**src/rtl/hazard_fwd_ctrl_if.sv**
```systemverilog
// Decode-side bus between the REG/DEC stage and the hazard/forwarding controller.
// The stage (master) drives the decoded controls; the controller (slave) returns
// forwarding selects, stall/bubble and the event counters.
interface hazard_fwd_ctrl_if #(
    parameter int CNT_W = 16
);
    logic [31:0]      instr;
    logic             Reg2Loc;
    logic [1:0]       ALUSrc;
    logic             RegWriteIn;
    logic             Mem2RegIn;
    logic             br_taken;
    logic [1:0]       ForwardMuxA;
    logic [1:0]       ForwardMuxB;
    logic             stall;
    logic             bubble;
    logic [CNT_W-1:0] stall_cnt;
    logic [CNT_W-1:0] flush_cnt;

    modport master (
        output instr, Reg2Loc, ALUSrc, RegWriteIn, Mem2RegIn, br_taken,
        input  ForwardMuxA, ForwardMuxB, stall, bubble, stall_cnt, flush_cnt
    );

    modport slave (
        input  instr, Reg2Loc, ALUSrc, RegWriteIn, Mem2RegIn, br_taken,
        output ForwardMuxA, ForwardMuxB, stall, bubble, stall_cnt, flush_cnt
    );
endinterface

```
**src/rtl/hazard_fwd_ctrl.sv**
```systemverilog
// Hazard and forwarding controller for the 5-stage pipeline.
//
//   state | meaning
//   ------+------------------------------------------------------------
//   RUN   | normal issue; forwarding active, hazards/branches detected
//   STALL | one cycle after a load-use bubble; load now in MEM
//   FLUSH | squashing decode slots after a taken branch (flush_q left)
//
// Selects, stall and bubble are combinational from state, tags and inputs so
// they settle within the REG/DEC cycle. A shadow pipeline of destination tags
// tracks what sits in EX and MEM.
module hazard_fwd_ctrl #(
    parameter int FLUSH_CYCLES = 1,
    parameter int CNT_W        = 16
) (
    input logic           clk,
    input logic           reset,
    hazard_fwd_ctrl_if.slave bus
);
    typedef enum logic [1:0] {RUN, STALL, FLUSH} state_t;

    typedef struct packed {
        logic       valid;
        logic [4:0] rd;
        logic       is_load;
    } tag_t;

    localparam logic [1:0] FLUSH_LOAD = 2'(FLUSH_CYCLES - 1);

    state_t           state_q, state_d;
    logic [1:0]       flush_q, flush_d;
    tag_t             ex_tag_q, ex_tag_d;
    tag_t             mem_tag_q, mem_tag_d;
    logic [CNT_W-1:0] stall_cnt_q, stall_cnt_d;
    logic [CNT_W-1:0] flush_cnt_q, flush_cnt_d;

    logic [4:0] src_a, src_b;
    logic       use_b, load_use;
    logic       stall_o, bubble_o;
    logic [1:0] fwd_a, fwd_b;
    logic       unused_instr_bits;

    // X31 is the zero register: never a forwarding or stall source.
    function automatic logic tag_hit(tag_t t, logic [4:0] src);
        return t.valid && (t.rd == src) && (t.rd != 5'd31);
    endfunction

    assign unused_instr_bits = ^{bus.instr[31:21], bus.instr[15:10]};

    // Source decode and load-use detection.
    always_comb begin
        src_a    = bus.instr[9:5];
        src_b    = bus.Reg2Loc ? bus.instr[20:16] : bus.instr[4:0];
        use_b    = (bus.ALUSrc == 2'b00);
        load_use = ex_tag_q.is_load &&
                   (tag_hit(ex_tag_q, src_a) || (use_b && tag_hit(ex_tag_q, src_b)));
    end

    // Next state, stall/bubble; a taken branch beats a load-use hazard.
    always_comb begin
        state_d  = state_q;
        flush_d  = flush_q;
        stall_o  = 1'b0;
        bubble_o = 1'b0;
        case (state_q)
            FLUSH: begin
                bubble_o = 1'b1;
                if (bus.br_taken) begin
                    flush_d = FLUSH_LOAD;
                    state_d = (FLUSH_LOAD == 2'd0) ? RUN : FLUSH;
                end else begin
                    flush_d = flush_q - 2'd1;
                    state_d = (flush_q <= 2'd1) ? RUN : FLUSH;
                end
            end
            default: begin
                // STALL shares RUN's decisions: the bubble now sits in EX, so a
                // fresh hazard can only come from a new instruction.
                if (bus.br_taken) begin
                    bubble_o = 1'b1;
                    flush_d  = FLUSH_LOAD;
                    state_d  = (FLUSH_LOAD == 2'd0) ? RUN : FLUSH;
                end else if (load_use) begin
                    stall_o  = 1'b1;
                    bubble_o = 1'b1;
                    state_d  = STALL;
                end else begin
                    state_d  = RUN;
                end
            end
        endcase
    end

    // Forwarding selects; EX beats MEM, a load in EX is never an EX source.
    always_comb begin
        fwd_a = 2'b00;
        fwd_b = 2'b00;
        if (!bubble_o) begin
            if (tag_hit(ex_tag_q, src_a) && !ex_tag_q.is_load) fwd_a = 2'b01;
            else if (tag_hit(mem_tag_q, src_a))                fwd_a = 2'b10;
            if (use_b) begin
                if (tag_hit(ex_tag_q, src_b) && !ex_tag_q.is_load) fwd_b = 2'b01;
                else if (tag_hit(mem_tag_q, src_b))                fwd_b = 2'b10;
            end
        end
    end

    // Tag shift and saturating event counters.
    always_comb begin
        ex_tag_d.valid   = bus.RegWriteIn & ~bubble_o;
        ex_tag_d.rd      = bus.instr[4:0];
        ex_tag_d.is_load = bus.Mem2RegIn;
        mem_tag_d        = ex_tag_q;
        stall_cnt_d      = stall_cnt_q;
        flush_cnt_d      = flush_cnt_q;
        if (stall_o && (stall_cnt_q != '1))
            stall_cnt_d = stall_cnt_q + CNT_W'(1);
        if (bubble_o && !stall_o && (flush_cnt_q != '1))
            flush_cnt_d = flush_cnt_q + CNT_W'(1);
    end

    // State registers.
    always_ff @(posedge clk or negedge reset) begin
        if (!reset) begin
            state_q     <= RUN;
            flush_q     <= 2'd0;
            ex_tag_q    <= '0;
            mem_tag_q   <= '0;
            stall_cnt_q <= '0;
            flush_cnt_q <= '0;
        end else begin
            state_q     <= state_d;
            flush_q     <= flush_d;
            ex_tag_q    <= ex_tag_d;
            mem_tag_q   <= mem_tag_d;
            stall_cnt_q <= stall_cnt_d;
            flush_cnt_q <= flush_cnt_d;
        end
    end

    assign bus.ForwardMuxA = fwd_a;
    assign bus.ForwardMuxB = fwd_b;
    assign bus.stall       = stall_o;
    assign bus.bubble      = bubble_o;
    assign bus.stall_cnt   = stall_cnt_q;
    assign bus.flush_cnt   = flush_cnt_q;
endmodule

```
**src/flat_wrapper.sv**
```systemverilog
// flat-port wrapper written by rule: the top's interface ports become plain ports
module hazard_fwd_ctrl_flat 
#(
    parameter int FLUSH_CYCLES = 1,
    parameter int CNT_W        = 16
)
  (clk, reset, bus_instr, bus_Reg2Loc, bus_ALUSrc, bus_RegWriteIn, bus_Mem2RegIn, bus_br_taken, bus_ForwardMuxA, bus_ForwardMuxB, bus_stall, bus_bubble, bus_stall_cnt, bus_flush_cnt);
  hazard_fwd_ctrl_if #(.CNT_W(CNT_W)) bus_i ();
  input logic clk;
  input logic reset;
  input wire logic [$bits(bus_i.instr)-1:0] bus_instr;
  input wire logic [$bits(bus_i.Reg2Loc)-1:0] bus_Reg2Loc;
  input wire logic [$bits(bus_i.ALUSrc)-1:0] bus_ALUSrc;
  input wire logic [$bits(bus_i.RegWriteIn)-1:0] bus_RegWriteIn;
  input wire logic [$bits(bus_i.Mem2RegIn)-1:0] bus_Mem2RegIn;
  input wire logic [$bits(bus_i.br_taken)-1:0] bus_br_taken;
  output wire logic [$bits(bus_i.ForwardMuxA)-1:0] bus_ForwardMuxA;
  output wire logic [$bits(bus_i.ForwardMuxB)-1:0] bus_ForwardMuxB;
  output wire logic [$bits(bus_i.stall)-1:0] bus_stall;
  output wire logic [$bits(bus_i.bubble)-1:0] bus_bubble;
  output wire logic [$bits(bus_i.stall_cnt)-1:0] bus_stall_cnt;
  output wire logic [$bits(bus_i.flush_cnt)-1:0] bus_flush_cnt;
  assign bus_i.instr = bus_instr;
  assign bus_i.Reg2Loc = bus_Reg2Loc;
  assign bus_i.ALUSrc = bus_ALUSrc;
  assign bus_i.RegWriteIn = bus_RegWriteIn;
  assign bus_i.Mem2RegIn = bus_Mem2RegIn;
  assign bus_i.br_taken = bus_br_taken;
  assign bus_ForwardMuxA = bus_i.ForwardMuxA;
  assign bus_ForwardMuxB = bus_i.ForwardMuxB;
  assign bus_stall = bus_i.stall;
  assign bus_bubble = bus_i.bubble;
  assign bus_stall_cnt = bus_i.stall_cnt;
  assign bus_flush_cnt = bus_i.flush_cnt;
  hazard_fwd_ctrl #(.FLUSH_CYCLES(FLUSH_CYCLES), .CNT_W(CNT_W)) u_core (.clk(clk), .reset(reset), .bus(bus_i));
endmodule
```
**config.mk**
```make
export PLATFORM = sky130hd
export DESIGN_NAME = hazard_fwd_ctrl_flat
export DESIGN_NICKNAME = d
export VERILOG_FILES = /design/src/rtl/hazard_fwd_ctrl_if.sv /design/src/rtl/hazard_fwd_ctrl.sv /design/src/flat_wrapper.sv
export SDC_FILE = /design/constraint.sdc
export NUM_CORES = 1
export LEC_CHECK = 0
export BUFFER_PORTS_ARGS = -buffer_cell sky130_fd_sc_hd__buf_2
export CORE_UTILIZATION = 57
export CTS_BUF_LIST = sky130_fd_sc_hd__clkbuf_2
export CTS_CLUSTER_DIAMETER = 120
export DETAILED_ROUTE_END_ITERATION = 8
export GPL_ROUTABILITY_DRIVEN = 1
export PLACE_DENSITY = 0.95
export SYNTH_ARGS = -nofsm -noshare
export SYNTH_HDL_FRONTEND = slang
export SYNTH_SLANG_ARGS = --single-unit
```
**constraint.sdc**
```tcl
create_clock -name clk -period 5.8 [get_ports clk]
set_clock_uncertainty 0.2 [all_clocks]
set_input_delay 0.58 -clock clk [delete_from_list [all_inputs] [get_ports clk]]
set_output_delay 0.58 -clock clk [all_outputs]
set_load 0.01 [all_outputs]
```
# Yosys cells after proc, flatten, opt, wreduce, memory -nomap -nowiden

Cells that the tools add are included.

Bits in registers: 49
Word-level logic and storage cells: 65

Add/sub/neg operators: 3
Order comparisons: 1
Eq/ne operators: 9
Multiplexer cells: 21
Bitwise gates (word level): 2
Reductions and logical operators: 20

Operators by type and width:

| operator                                                               | count |
|---|---|
| 16-bit by 1-bit adder with 16-bit output (second input constant)       | 2 |
| 16-bit != test (second input constant)                                 | 2 |
| 2-bit 2-to-1 mux                                                       | 14 |
| 5-bit equality test                                                    | 4 |
| 1-bit logical AND                                                      | 15 |
| 5-bit != test (second input constant)                                  | 2 |
| 1-bit 2-to-1 mux                                                       | 6 |
| 5-bit 2-to-1 mux                                                       | 1 |
| 2-bit equality test (second input constant)                            | 1 |
| 2-bit by 1-bit <= comparator with 1-bit output (second input constant) | 1 |
| 1-bit zero test                                                        | 2 |
| 2-bit zero test                                                        | 1 |
| 2-bit nonzero test                                                     | 1 |
| 2-bit by 1-bit subtractor with 2-bit output (second input constant)    | 1 |
| 1-bit AND                                                              | 1 |
| 1-bit logical OR                                                       | 1 |
| 1-bit NOT                                                              | 1 |

# Depth between registers and ports, before layout

Gate-level depths: netlist of the first run.

Word-level depth: 13
Mapped depth: 9
Depth with buffers taken out: 6

# Worst setup path before layout of the first run

No wires, ideal clock.

Kind: input to output
Start point: input bus_Reg2Loc
End point: output bus_stall
Data arrival time: 2063 ps
Required time: 5020 ps
Path slack: 2957 ps
Stages on the path: 8
Buffers on the path: 3
Cells stage by stage: buf_6 mux2i_2 xnor2_1 nor4_2 o2bb2a_4 buf_6 buf_6 nor2_1

Cells in the longest elaborated chain, start to end: 10

RTL lines:

| element                        | line                  | source |
|---|---|---|
| start, declared                | flat_wrapper.sv:12    | `input wire logic [$bits(bus_i.Reg2Loc)-1:0] bus_Reg2Loc;` |
| 5-bit 2-to-1 mux               | hazard_fwd_ctrl.sv:53 | `src_b = bus.Reg2Loc ? bus.instr[20:16] : bus.instr[4:0];` |
| 5-bit equality test            | hazard_fwd_ctrl.sv:45 | `return t.valid && (t.rd == src) && (t.rd != 5'd31);` |
| 1-bit logical AND (2 in a row) | hazard_fwd_ctrl.sv:45 |  |
| 1-bit logical AND              | hazard_fwd_ctrl.sv:56 | `(tag_hit(ex_tag_q, src_a) \|\| (use_b && tag_hit(ex_tag_q, src_b)));` |
| 1-bit logical OR               | hazard_fwd_ctrl.sv:56 |  |
| 1-bit logical AND              | hazard_fwd_ctrl.sv:55 | `load_use = ex_tag_q.is_load &&` |
| 1-bit 2-to-1 mux               | hazard_fwd_ctrl.sv:83 | `end else if (load_use) begin` |
| 1-bit 2-to-1 mux               | hazard_fwd_ctrl.sv:79 | `if (bus.br_taken) begin` |
| 1-bit 2-to-1 mux               | hazard_fwd_ctrl.sv:65 | `case (state_q)` |
| end, declared                  | flat_wrapper.sv:19    | `output wire logic [$bits(bus_i.stall)-1:0] bus_stall;` |

Every way passes these cells.

# Final worst setup path of the first run

Start point: register u_core.ex_tag_q[5] in the netlist's numbering
End point: output bus_ForwardMuxB[1]

Cells in the longest elaborated chain, start to end: 10

RTL lines:

| element                        | line                   | source |
|---|---|---|
| start, declared                | hazard_fwd_ctrl.sv:32  | `tag_t ex_tag_q, ex_tag_d;` |
| start signal, assigned         | hazard_fwd_ctrl.sv:134 | `ex_tag_q <= ex_tag_d;` |
| 5-bit equality test            | hazard_fwd_ctrl.sv:45  |  |
| 1-bit logical AND (2 in a row) | hazard_fwd_ctrl.sv:45  |  |
| 1-bit logical AND              | hazard_fwd_ctrl.sv:56  |  |
| 1-bit logical OR               | hazard_fwd_ctrl.sv:56  |  |
| 1-bit logical AND              | hazard_fwd_ctrl.sv:55  |  |
| 1-bit 2-to-1 mux               | hazard_fwd_ctrl.sv:83  |  |
| 1-bit 2-to-1 mux               | hazard_fwd_ctrl.sv:79  |  |
| 1-bit 2-to-1 mux               | hazard_fwd_ctrl.sv:65  |  |
| 2-bit 2-to-1 mux (*)           | hazard_fwd_ctrl.sv:98  | `if (!bubble_o) begin` |
| end, declared                  | flat_wrapper.sv:18     | `output wire logic [$bits(bus_i.ForwardMuxB)-1:0] bus_ForwardMuxB;` |

Mark *: on every way between the ends. The rest lies on a longest branch, timed or not.

==> results of run 1 <==
stage by stage:
step	hold WS [ns]	util	total power [mW]	cell area [sq um]
after floorplan	0.08441	-	0.4913	2451
after CTS	0.03674	0.6938	0.6867	2815
after global placement	0.1822	0.6833	0.5437	2773
after detailed placement	0.1838	0.6833	0.5484	2773
final	0.05969	0.6938	0.6821	2815
after global routing	0.01156	0.6938	0.7187	2815
synth_stat cells (3+ instances only):
cell type	instances	share of area
ha_1	3	0.015
inv_1	4	0.0061
nand2_1	17	0.026
nand2b_1	3	0.0077
dfrtp_1	49	0.50
and3_1	3	0.0077
nor3_1	10	0.020
xor2_1	20	0.071
nand3_1	17	0.035
buf_6	3	0.014
nor2_1	14	0.021
nand4_1	9	0.023
xnor2_1	30	0.11
mux2i_1	4	0.016
and4_1	3	0.011
cell families (layout without fill, tap and decap cells):
kind of cell,count (synthesis),in the layout,share of synthesized area
and+or+nand+nor,90,90,0.2124
buffers and inverters,9,72,0.02297
muxes,8,8,0.03675
xor gates and xnor gates,50,50,0.1787
DFF,49,49,0.5003
AOI/OAI and AO/OA,9,9,0.03369
adders and majority gates,3,3,0.01532
registers in the layout (all words and copies together) (netlist names):
register,cells
u_core.bus.stall_cnt,16
u_core.bus.flush_cnt,16
u_core.flush_q,2
u_core.mem_tag_q,6
u_core.state_q,2
u_core.ex_tag_q,7
worst register-to-register path: stages, from the launching register on:
cell,delay (ns)
dfrtp_1,0.50
xnor2_1,0.18
nand3_1,0.09
or4_1,0.59
o2bb2a_4,0.35
nor2_1,0.21
mux2_1,0.34
worst paths after layout:
check	start	to	cells past startpoint
worst max-delay path	u_core.ex_tag_q[5]$_DFF_PN0_	bus_ForwardMuxB[1]	7
worst min-delay path	bus_Mem2RegIn	u_core.ex_tag_q[0]$_DFF_PN0_	1
worst max register to register	u_core.ex_tag_q[5]$_DFF_PN0_	u_core.bus.stall_cnt[1]$_DFFE_PN0P_	6
worst min register to register	u_core.ex_tag_q[6]$_DFF_PN0_	u_core.mem_tag_q[6]$_DFF_PN0_	0
max in group asynchronous	reset	u_core.flush_q[0]$_DFFE_PN0P_	1
min in group asynchronous	reset	u_core.bus.stall_cnt[12]$_DFFE_PN0P_	1
power by group through the flow:
stage | Combinational (mW) | Clock [mW] | Sequential, mW
final | 0.132 | 0.139 | 0.411
after CTS | 0.133 | 0.143 | 0.410
after global placement | 0.129 | 0 | 0.415
after global routing | 0.146 | 0.156 | 0.416
after detailed placement | 0.132 | 0 | 0.416
after floorplan | 0.0682 | 0 | 0.423
per-layer routing:
layer,GRT usage,share of wire,vias up
li1,-,-,874
met1,0.2744,0.45,907
met2,0.3837,0.50,51
met3,0.04223,0.033,8
met4,0.09574,0.014,0
met5,0,0,-
cell type report:
cell class | instances | share of cell area
inverter | 4 | 0.005333
multi-input combinational | 160 | 0.4151
clock inverter | 3 | 0.006222
timing repair buffer | 60 | 0.1067
tap | 50 | 0.02222
clock buffer | 5 | 0.008889
sequential | 49 | 0.4356
==> metrics.yaml, run 1 <==
crit_path_max_fanout: 19
initial_utilization: 0.6041
cp_common_cell: "o2111a_1"
startpoint_type: "flip-flop"
firstDrtPassIters: 4
max_freq_mhz: 298.0
vias: 1840
reg2reg_setup_slack_ns: 3.28
multi_input_area_sq_um: 1169
row_count: 23
num_antenna_cells: 0
cts_buffer_depth: 2
grt_max_degree: 50
cts_hold_buf: 0
syn-num-nets: 261
via_per_inst: 5.559
synthCells: 218
syn_avg_cell_area_sq_um: 11.24
cp-end-kind: "output pin"
final_cells: 331
fin_crit_sh: 0.5786
place_ws_ns: 2.666
hold_class: "primary input to flip-flop"
p_int_mw: 0.4664
crit_buf_inv: 1
critPathKind: "flip-flop to output pin"
synth-seq-cells: 49
die_area_sq_um: 4566
power_density_nw_per_um2: 242.3
path_clk_slew_ns: 0.23
max_slew_margin: 0.2958
crit_arrival_ns: 2.58
wl_um: 4781
layout_common_cells: "buf_2 (60), dfrtp_1 (49), xnor2_1 (30)"
post-cts-setup-buffers: 0
grt_pass1_vias: 1732
slowest_delay_ns: 0.59
report.final.slew_viol_count: 0
die_y_um: 67.58
drive_gt1_frac: 0.2705
cts_tree: "done"
comb_power_share: 0.194
drv_cap: 0
nets: 323
p_sw_frac: 0.3162
seq_area_frac_synth: 0.5003
crit_slowest_cell: "or4_1"
path_delay_family: "simple AND/OR/NAND/NOR gates"
hold_viol: 0
route.detailed.drc: 0
seqCellArea_sq_um: 1226
power_switching_mw: 0.2157
drtIter0Drc: 94
grtUsageTotal: 0.2248
ir_drop_v: 0.0002433
tns_ns: 0
grt-ovfl-total: 0
cts_root_buffer: "clkbuf_2"
async_flop_share: 1.000
p_seq_frac: 0.603
portBuffers: 60
fillCellCount: 316
worstMarginPinSlew_ns: 1.056
status: "finished clean"
ctsResizeCount: 0
synth_edf_count: 0
postRouteAntennaNets: 0
area_growth_pct: 14.85
ys_types: 35
required_ns: 5.02
wire_per_inst_um: 14.44
cts.sinks: 49
ys_warn_count: 0
io_pins: 78
crit_chain: "xnor2_1 > nand3_1 > or4_1 > o2bb2a_4 > o2111a_1 > o2111a_1 > buf_2"
h-tree-depth: 2
syn_area_sq_um: 2451
clockPowerShare: 0.203
fin_crit_ns: 3.356
ys.flop_type: "dfrtp_1"
p_leak_nw: 1.402
clk_latency_ns: 0.42
grt_pass1_wl_um: 7562
mostFrequentLayoutCell: "buf_2"
cts_buffers: 5
placed_cells: 323
place.gp.congestion: 0.8283
core_sq_um: 4058
dp_hpwl_um: 3513
setup_viol: 0
worst_slack_ns: 2.444
die_x_um: 67.58
antenna_found_initial: 0
rsz0062_at_grt: "false"
Power figures use the tool's default switching activity.
==> run 2, diff against run 1 <==
Settings changed: CORE_UTILIZATION 57 to 53, PLACE_DENSITY 0.95 to 0.93.
Clock period 5.8 ns to 3.5 ns, I/O delays scaled along.
==> metrics.yaml, run 2 (synthesis results as in run 1) <==
reg2reg_setup_slack_ns: 1.06
grtUsageTotal: 0.2041
cts.sinks: 49
max_freq_mhz: 324.3
p_sw_frac: 0.2872
crit_slowest_cell: "dlygate4sd3_1"
drtIter0Drc: 52
worst_slack_ns: 0.4163
startpoint_type: "primary input"
hold_slack_ns: 0.2231
core_sq_um: 4414
grt_pass1_wl_um: 7928
layout_common_cells: "buf_2 (60), dfrtp_1 (49), xnor2_1 (30)"
die_y_um: 70.01
dp_hpwl_um: 3443
grt-ovfl-total: 0
cts_hold_buf: 9
clk_latency_ns: 0.41
row_count: 24
crit_buf_inv: 3
power_density_nw_per_um2: 406.2
io_pins: 78
grt.met3_usage: 0.04473
route.detailed.drc: 0
path_clk_slew_ns: 0.23
crit_path_max_fanout: 19
cts_buffers: 5
rr_startpoint: "u_core.bus.stall_cnt[2]$_DFFE_PN0P_"
status: "finished clean"
mostFrequentLayoutCell: "buf_2"
die_x_um: 70.01
fin_crit_sh: 0.8811
min_to: "u_core.mem_tag_q[6]$_DFF_PN0_"
num_antenna_cells: 0
drv_cap: 0
cp-end-kind: "output pin"
nets: 332
via_per_inst: 5.455
path_delay_family: "compound AO/OA/AOI/OAI gates"
min_from: "u_core.ex_tag_q[6]$_DFF_PN0_"
stdcell_area_sq_um: 2925
portBuffers: 60
grt_pass1_vias: 1813
crit_chain: "dlygate4sd3_1 > buf_2 > mux2i_1 > xnor2_1 > nor3_1 > o2bb2a_4 > o2111a_1 > o2111a_1 > buf_2"
grt_use_met2: 0.3451
vias: 1860
p_seq_frac: 0.574
crit_arrival_ns: 2.53
min_path_cells: 0
antenna_found_initial: 0
drive_gt1_frac: 0.2630
postRouteAntennaNets: 0
comb_power_share: 0.191
reg2reg_depth: 6
ir_drop_v: 0.0003303
required_ns: 2.95
post-cts-setup-buffers: 0
power_switching_mw: 0.3413
place.gp.congestion: 0.8572
rsz0062_at_grt: "false"
max_slew_margin: 0.3163
cts_tree: "done"
critPathKind: "primary input to output pin"
fin_crit_ns: 3.084
grt_max_degree: 50
tns_ns: 0
report.final.slew_viol_count: 0
setup_viol: 0
firstDrtPassIters: 4
top_usage_layer: "met2"
cts_root_buffer: "clkbuf_2"
hold_viol: 0
place_ws_ns: 0.8163
clockPowerShare: 0.236
p_int_mw: 0.8471
use_met1: 0.2488
r2r_end: "u_core.bus.stall_cnt[4]$_DFFE_PN0P_"
wire_per_inst_um: 13.53
wl_um: 4615
fillCellCount: 359
cts_buffer_depth: 2
hold_class: "flip-flop to flip-flop"
slowest_delay_ns: 0.53
worstMarginPinSlew_ns: 1.025
placed_area_sq_um: 2775
h-tree-depth: 2
p_leak_nw: 1.448
die_area_sq_um: 4901
ctsResizeCount: 0
area_growth_pct: 19.35
initial_utilization: 0.5553
-- run 2: how the worst max path moves through the flow --
stage / start / to / slack, ns / cells past startpoint
after floorplan: u_core.ex_tag_q[5]$_DFF_PN0_ / bus_stall / 1.09 / 7
after global placement: bus_Reg2Loc / bus_ForwardMuxB[1] / 0.84 / 8
after detailed placement: bus_Reg2Loc / bus_ForwardMuxB[1] / 0.82 / 8
after CTS: u_core.ex_tag_q[2]$_DFF_PN0_ / bus_ForwardMuxB[1] / 0.43 / 7
after global routing: bus_instr[4] / bus_ForwardMuxB[1] / 0.33 / 9
final: bus_instr[3] / bus_ForwardMuxB[1] / 0.42 / 9
-- run 2: final cells by class --
cell class / instances / area (sq um) / area share
Sequential cell: 49 / 1226 / 0.4192
Timing Repair Buffer: 69 / 390.4 / 0.1334
Clock inverter: 2 / 35.03 / 0.01198
Inverter: 4 / 15.01 / 0.005133
Tap cell: 52 / 65.06 / 0.02224
Multi-Input combinational cell: 160 / 1169 / 0.3995
Clock buffer: 5 / 25.02 / 0.008554
-- run 2: power groups by stage --
| stage | registers [mW] | clock network [mW] | logic (mW) |
|---|---|---|---|
| global route | 0.692 | 0.312 | 0.252 |
| finish | 0.682 | 0.280 | 0.227 |
| detailed placement | 0.691 | 0 | 0.222 |
| CTS | 0.681 | 0.290 | 0.230 |
| global placement | 0.687 | 0 | 0.216 |
| floorplan | 0.701 | 0 | 0.113 |
-- run 2: routing by layer --
metal	vias to the layer above	routed length, um
met5	-	0
met4	0	113
met3	10	152
met2	51	2327
met1	904	2023
li1	895	-
-- run 2: through the flow --
step / total power, mW / cells / utilization
2_1_floorplan: 0.8142 / 218 / -
3_3_place_gp: 0.9028 / 325 / 0.6287
3_5_place_dp: 0.9134 / 325 / 0.6287
4_1_cts: 1.201 / 341 / 0.6627
5_1_grt: 1.255 / 341 / 0.6627
6_report: 1.188 / 341 / 0.6627
-- run 2: worst register-to-register path, stage by stage (launching register included) --
cell     delay (ns)
dfrtp_1        0.50
and4_1         0.29
nand4_1        0.23
or3_1          0.56
nand3_1        0.33
nor3_1         0.10
xor2_1         0.15
